### src/rtl/fwd_hazard_unit.sv
// Operand forwarding and load-use hazard detection beside the ID stage.
// Keeps a private shift register of destination tags for instructions that have left ID.
module fwd_hazard_unit #(
  parameter int DEPTH      = 2,
  parameter int LOAD_READY = 2,
  parameter int SEL_W      = $clog2(DEPTH + 1),
  parameter int CNT_W      = 32
) (
  input  logic             clk,
  input  logic             reset,
  input  logic             id_valid,
  input  logic [4:0]       id_rs1,
  input  logic [4:0]       id_rs2,
  input  logic             id_use_rs1,
  input  logic             id_use_rs2,
  input  logic [4:0]       id_rd,
  input  logic             id_reg_write,
  input  logic             id_is_load,
  input  logic             flush,
  output logic [SEL_W-1:0] forward_rs1,
  output logic [SEL_W-1:0] forward_rs2,
  output logic             stall,
  output logic [CNT_W-1:0] stall_count
);

  logic [DEPTH:1] tag_valid;
  logic [DEPTH:1] tag_wr;
  logic [DEPTH:1] tag_load;
  logic [4:0]     tag_rd [1:DEPTH];

  int   stage_rs1;
  int   stage_rs2;
  logic load_rs1;
  logic load_rs2;
  logic hazard;
  logic fwd_en;
  logic capture;

  // Scan oldest to youngest so the youngest matching producer is the last assignment.
  always_comb begin
    stage_rs1 = 0;
    stage_rs2 = 0;
    load_rs1  = 1'b0;
    load_rs2  = 1'b0;
    for (int k = DEPTH; k >= 1; k--) begin
      if (id_use_rs1 && id_rs1 != 5'd0 && tag_valid[k] && tag_wr[k] && tag_rd[k] == id_rs1) begin
        stage_rs1 = k;
        load_rs1  = tag_load[k];
      end
      if (id_use_rs2 && id_rs2 != 5'd0 && tag_valid[k] && tag_wr[k] && tag_rd[k] == id_rs2) begin
        stage_rs2 = k;
        load_rs2  = tag_load[k];
      end
    end
  end

  assign hazard  = (load_rs1 && stage_rs1 < LOAD_READY) || (load_rs2 && stage_rs2 < LOAD_READY);
  assign stall   = id_valid & ~flush & hazard;
  assign fwd_en  = id_valid & ~flush & ~hazard;
  assign capture = fwd_en;

  assign forward_rs1 = fwd_en ? SEL_W'(stage_rs1) : '0;
  assign forward_rs2 = fwd_en ? SEL_W'(stage_rs2) : '0;

  // Tags advance every cycle regardless of stall; a stall only freezes IF/ID.
  always_ff @(posedge clk or posedge reset) begin
    if (reset) begin
      tag_valid   <= '0;
      tag_wr      <= '0;
      tag_load    <= '0;
      for (int k = 1; k <= DEPTH; k++) tag_rd[k] <= '0;
      stall_count <= '0;
    end else begin
      for (int k = DEPTH; k >= 2; k--) begin
        tag_valid[k] <= tag_valid[k-1];
        tag_wr[k]    <= tag_wr[k-1];
        tag_load[k]  <= tag_load[k-1];
        tag_rd[k]    <= tag_rd[k-1];
      end
      tag_valid[1] <= capture;
      tag_wr[1]    <= capture & id_reg_write;
      tag_load[1]  <= capture & id_is_load;
      tag_rd[1]    <= capture ? id_rd : 5'd0;
      if (stall && stall_count != '1)
        stall_count <= stall_count + 1'b1;
    end
  end

endmodule

### config.mk
export PLATFORM = sky130hd
export DESIGN_NAME = fwd_hazard_unit
export DESIGN_NICKNAME = d
export VERILOG_FILES = /design/src/rtl/fwd_hazard_unit.sv
export SDC_FILE = /design/constraint.sdc
export NUM_CORES = 1
export LEC_CHECK = 0
export BUFFER_PORTS_ARGS = -buffer_cell sky130_fd_sc_hd__buf_4
export CAP_MARGIN = 20
export CORE_ASPECT_RATIO = 0.7
export CORE_MARGIN = 2
export CORE_UTILIZATION = 31
export CTS_BUF_LIST = sky130_fd_sc_hd__clkbuf_4
export CTS_CLUSTER_DIAMETER = 40
export DETAILED_ROUTE_END_ITERATION = 8
export SKIP_LAST_GASP = 1
export SYNTH_ARGS = -nofsm -noshare
export SYNTH_HDL_FRONTEND = slang
export SYNTH_SLANG_ARGS = --single-unit
### constraint.sdc
create_clock -name clk -period 4.85 [get_ports clk]
set_input_delay 1.2125 -clock clk [delete_from_list [all_inputs] [get_ports clk]]
set_output_delay 1.2125 -clock clk [all_outputs]
set_load 0.02 [all_outputs]
== Word level (Yosys, flattened, before mapping) ==
Index checks and enable logic that the tools add are counted.
Cells by class
  mux-type cells: 11
  equality and inequality tests: 5
  reductions and logical operators: 20
  magnitude comparators: 2
  $add $sub $neg: 1
  bitwise operators: 7
Operators with widths (number)
  32-bit by 3-bit < comparator with 1-bit output (second input constant): 2
  32-bit two-way mux: 2
  32-bit by 1-bit adder with 32-bit output (second input constant): 1
  32-bit inequality test (second input constant): 1
  5-bit == test: 4
  1-bit logical AND: 17
  5-bit nonzero test: 2
  2-bit two-way mux: 4
  1-bit AND: 5
  5-bit two-way mux: 1
  1-bit two-way mux: 4
  1-bit inverter: 2
  1-bit logical OR: 1
Word-level totals
  flip-flop bits (word level): 48
  output and inout bits: 37
  bits of input ports: 23
  logic and storage cells: 52

== Longest topological paths before layout ==
  depth in word-level cells: 13
  depth in mapped cells: 8
  mapped depth without buffers: 6

== Least setup slack after synthesis ==
OpenSTA, ideal clock, no wires.
  path type: input to output
  from: input id_rs1[1]
  to: output forward_rs1[1]
  path buffers: 1
  data arrival time: 3018 ps
  cell stages on the path: 7
  slack: 620 ps
  path through: or4_1 o21a_1 and3_4 a21oi_2 buf_4 nand2_2 nor4b_2
Between the ends
  cells in the longest elaborated chain, start to end: 13
  elaborated cells between the ends (all ways): 20
  those cells by class: order compare: 1; eq/ne: 2; mux: 5; bitwise: 2; reduce/logical: 10
Ends and longest elaborated chain
  start, declared: line 12  | input logic [4:0] id_rs1,
  5-bit nonzero test: line 46  | if (id_use_rs1 && id_rs1 != 5'd0 && tag_valid[k] && tag_wr[k] && tag_rd[k] == id_rs1) begin
  1-bit logical AND (4 in a row): line 46
  2-bit two-way mux: line 46
  32-bit two-way mux: line 46
  32-bit by 3-bit < comparator with 1-bit output: line 57  | assign hazard = (load_rs1 && stage_rs1 < LOAD_READY) || (load_rs2 && stage_rs2 < LOAD_READY);
  1-bit logical AND: line 57
  1-bit logical OR: line 57
  1-bit inverter: line 59  | assign fwd_en = id_valid & ~flush & ~hazard;
  1-bit AND: line 59
  2-bit two-way mux *: line 62  | assign forward_rs1 = fwd_en ? SEL_W'(stage_rs1) : '0;
  end, declared: line 20  | output logic [SEL_W-1:0] forward_rs1,
Every way passes the cells marked *; elsewhere a longest branch is shown, timed or not.

== Final worst setup path ==
  from: input id_rs1[1]
  to: output forward_rs2[1]
Between the ends
  cells in the longest elaborated chain, start to end: 13
  elaborated cells between the ends (all ways): 20
  those cells by class: order compare: 1; eq/ne: 2; mux: 5; bitwise: 2; reduce/logical: 10
Ends and longest elaborated chain
  5-bit nonzero test: line 46
  1-bit logical AND (4 in a row): line 46
  2-bit two-way mux: line 46
  32-bit two-way mux: line 46
  32-bit by 3-bit < comparator with 1-bit output: line 57
  1-bit logical AND *: line 57
  1-bit logical OR *: line 57
  1-bit inverter *: line 59
  1-bit AND *: line 59
  2-bit two-way mux *: line 63  | assign forward_rs2 = fwd_en ? SEL_W'(stage_rs2) : '0;
  end, declared: line 21  | output logic [SEL_W-1:0] forward_rs2,
Marks and branches as above.

==> summary.txt <==
Global route
  – Antenna violations before repair: 0
  – Vias in the first global route: 1929
  – Gr usage total: 14.9%
  – Largest net degree at the start of global routing: 48
  – Global-route wire length before repair: 9.97 mm
  – Overflow after GRT: 0

Yosys
  – Syn nets: 256
  – Netlist cell types: 35
  – Main synth FF type: dfrtp_1
  – Cell Area, Synth: 2440 um2
  – Cells taking the most area after synthesis: dfrtp_1 (48%), xor2_1 (15%), nor4_1 (4.9%)
  – Mean Syn Cell Area: ~11 um2
  – Syn Inst Count: 232
  – Seq cells post-synth: 47
  – EDFF count, synth: 0
  – Register area share after synthesis: 48.2%
  – Ys Warns: 0
  – Async SR Flop Fraction: 100%
  – Yosys top cell by area: dfrtp_1
  – Share of the synthesized area in the top cell type: 48.2%

Route
  – DRT Pass-1 Iters: 4
  – WL per Instance: 15.5 um
  – Via count: 1989
  – DRC Markers: 0
  – Final wirelength: 6.08 mm
  – Routed Antenna Nets: 0
  – Initial DRC count: 116
  – Vias per cell: 5.07

Timing
  – Hold Violations, Final: 0
  – Worst Hold Margin: about 0.42 ns
  – Slew headroom: 68.4%
  – RSZ-0062 raised after global routing: false
  – Achievable clock frequency: 237 MHz
  – Worst-Margin Slew: 0.470 ns
  – Final setup vio count: 0
  – Setup TNS: 0 ns
  – Part of the cycle the worst path needs: 87.1%
  – Post-layout minimum cycle time: between 4 and 5 ns
  – Pins Over Slew Limit: 0
  – Worst Skew: 0.00739 ns

CTS
  – Post-CTS Setup Repair Bufs: 0
  – Clk root buf: clkbuf_4
  – Num Clock Sinks: 47
  – Post-CTS sizing: 0
  – H-Tree Depth: 2
  – Clk_lat worst skew: 0.35 ns
  – CTS tree: yes
  – Bufs on Longest Clock Path: 2
  – Number of buffers created by CTS: 5
  – Worst-path clk slew: about 0.13 ns
  – Post-CTS Hold Fix Bufs: 0

Final layout
  – Final nets: 314
  – Most frequent cells in the layout: buf_4 (62), dfrtp_1 (47), xor2_1 (42)
  – Filler cells: 766
  – Commonest non-fill, non-tap cell in the layout: buf_4
  – Synthesis-to-finish area growth: 25.2%
  – Layout cells sized above 1: a little over a quarter
  – Final antenna diode count: 0

Die
  – Die ar.: 8620 um2
  – Die width: between 100 and 150 um
  – Core Region: 7740 um2
  – Row Count: 27
  – Initial Utilization: 31.6%
  – Number of I/O pins: 60
  – Die height: between 70 and 80 um

Power and ir drop
  – Leakage power: 1.54 nW
  – Net Sw Power: between 0.15 and 0.2 mW
  – Switch share: about a quarter
  – Reg power frac: 63.8%
  – Pwr dens: 206 nW/um2
  – Clock Power Share: 27.9%
  – Combinational share of power: 8.3%
  – Pint: 0.475 mW
  – Peak supply drop: 0.0993 mV

Min path
  – Hold path startpoint: tag_wr[1]
  – Worst hold stages: 0
  – Hold Path Class: reg2reg
  – Worst hold endpoint: tag_wr[2]

Status
  – Status: finished, final reports clean

Placed design
  – Dpl hpwl: 4.51 mm
  – GPL Wtd Cong: 0.908
  – I/O Buffers: 59

Worst setup path
  – Worst reg2reg startpoint: stall_count[8]
  – Crit path largest cell delay: 0.52 ns
  – Worst path cell trace: buf_4, or4_1, o21a_1, and3_4, a21oi_2, nand2_2, nor4b_2, buf_4
  – R2R Setup Slk: 2.26 ns
  – Critical path peak fanout: 4
  – RR Endpoint: stall_count[16]
  – Slowest CP cell: or4_1
  – Crit-path most repeated cell: buf_4
  – Worst Path Required: ~3.6 ns
  – R2R depth: 7
  – Critical Path Start Type: input port
  – Critical Setup Path Class: in2out
  – CP endpoint kind: output port
  – CP Data Arrival Time: 3.01 ns

Flow run
  – Max-cap violations: 0
==> area by class of cell <==
class | instances | area (um2) | share of cell area, %
Timing Repair Buffer | 63 | 485 | 15.9
Inverter | 4 | 15.0 | 0.491
Multi-Input combinational cell | 169 | 1200 | 39.3
Clock buffer | 5 | 37.5 | 1.23
Tap cell | 101 | 126 | 4.13
Clock inverter | 3 | 15.0 | 0.491
Sequential cell | 47 | 1180 | 38.5
==> power groups by stage <==
stage	combinational [mW]	clock, mW	sequential [mW]
6_report	0.0520	0.176	0.402
5_1_grt	0.0579	0.205	0.403
4_1_cts	0.0512	0.185	0.402
3_5_place_dp	0.0510	0	0.409
3_3_place_gp	0.0508	0	0.409
2_1_floorplan	0.0253	0	0.408
==> cells in the mapped netlist, drive strengths merged, types with 7 or more instances <==
cell    n
nand2  11
nand3  18
and3   11
nand4  13
buf     7
nor3   14
dfrtp  47
xnor2   9
nor4   20
xor2   42
==> sequential cells by signal, indices dropped and copies added (netlist names) <==
register,flops
tag_valid,2
tag_load,1
tag_wr,2
tag_rd,10
stall_count,32
==> logic make-up after synthesis <==
kind of cell | Yosys count | synth area share [%]
compound gates | 4 | 1.23
xor+xnor | 51 | 18.3
fa+ha+maj | 1 | 0.512
simple gates | 112 | 28.2
buf+inv | 16 | 3.12
flops | 47 | 48.2
mux | 1 | 0.461
==> through the flow <==
step / area [um2] / util [%] / setup WS [ns] / cells / total power [mW]
2_1_floorplan: 2440 / - / 0.620 / 232 / 0.433
3_3_place_gp: 2980 / 38.6 / 0.647 / 383 / 0.460
3_5_place_dp: 2980 / 38.6 / 0.618 / 383 / 0.460
4_1_cts: 3040 / 39.3 / 0.612 / 391 / 0.638
5_1_grt: 3060 / 39.5 / 0.474 / 392 / 0.666
6_report: 3060 / 39.5 / 0.625 / 392 / 0.629
==> worst max path at each step <==
stage,startpoint,end,slack [ns],depth (start not counted)
2_1_floorplan,id_rs1[1],forward_rs1[1],0.62,7
3_3_place_gp,id_rs1[1],forward_rs1[1],0.65,8
3_5_place_dp,id_rs1[1],forward_rs2[1],0.62,8
4_1_cts,id_rs1[1],forward_rs2[1],0.61,8
5_1_grt,id_rs2[1],forward_rs2[1],0.47,8
6_report,id_rs1[1],forward_rs2[1],0.62,8
==> critical path, delay by kind of cell <==
family | cells | cell delay, ns
AND/OR/NAND/NOR | 4 | 1.10
AO/OA/AOI/OAI | 2 | 0.39
buffers and inverters | 2 | 0.30
==> metal layers <==
layer	up-vias	track usage [%]	wire length, um
met5	-	0	0
met1	970	22.3	3040
met2	44	21.2	2660
met3	10	3.57	272
li1	965	-	-
met4	0	4.38	112
Power figures use the tool's default switching activity.
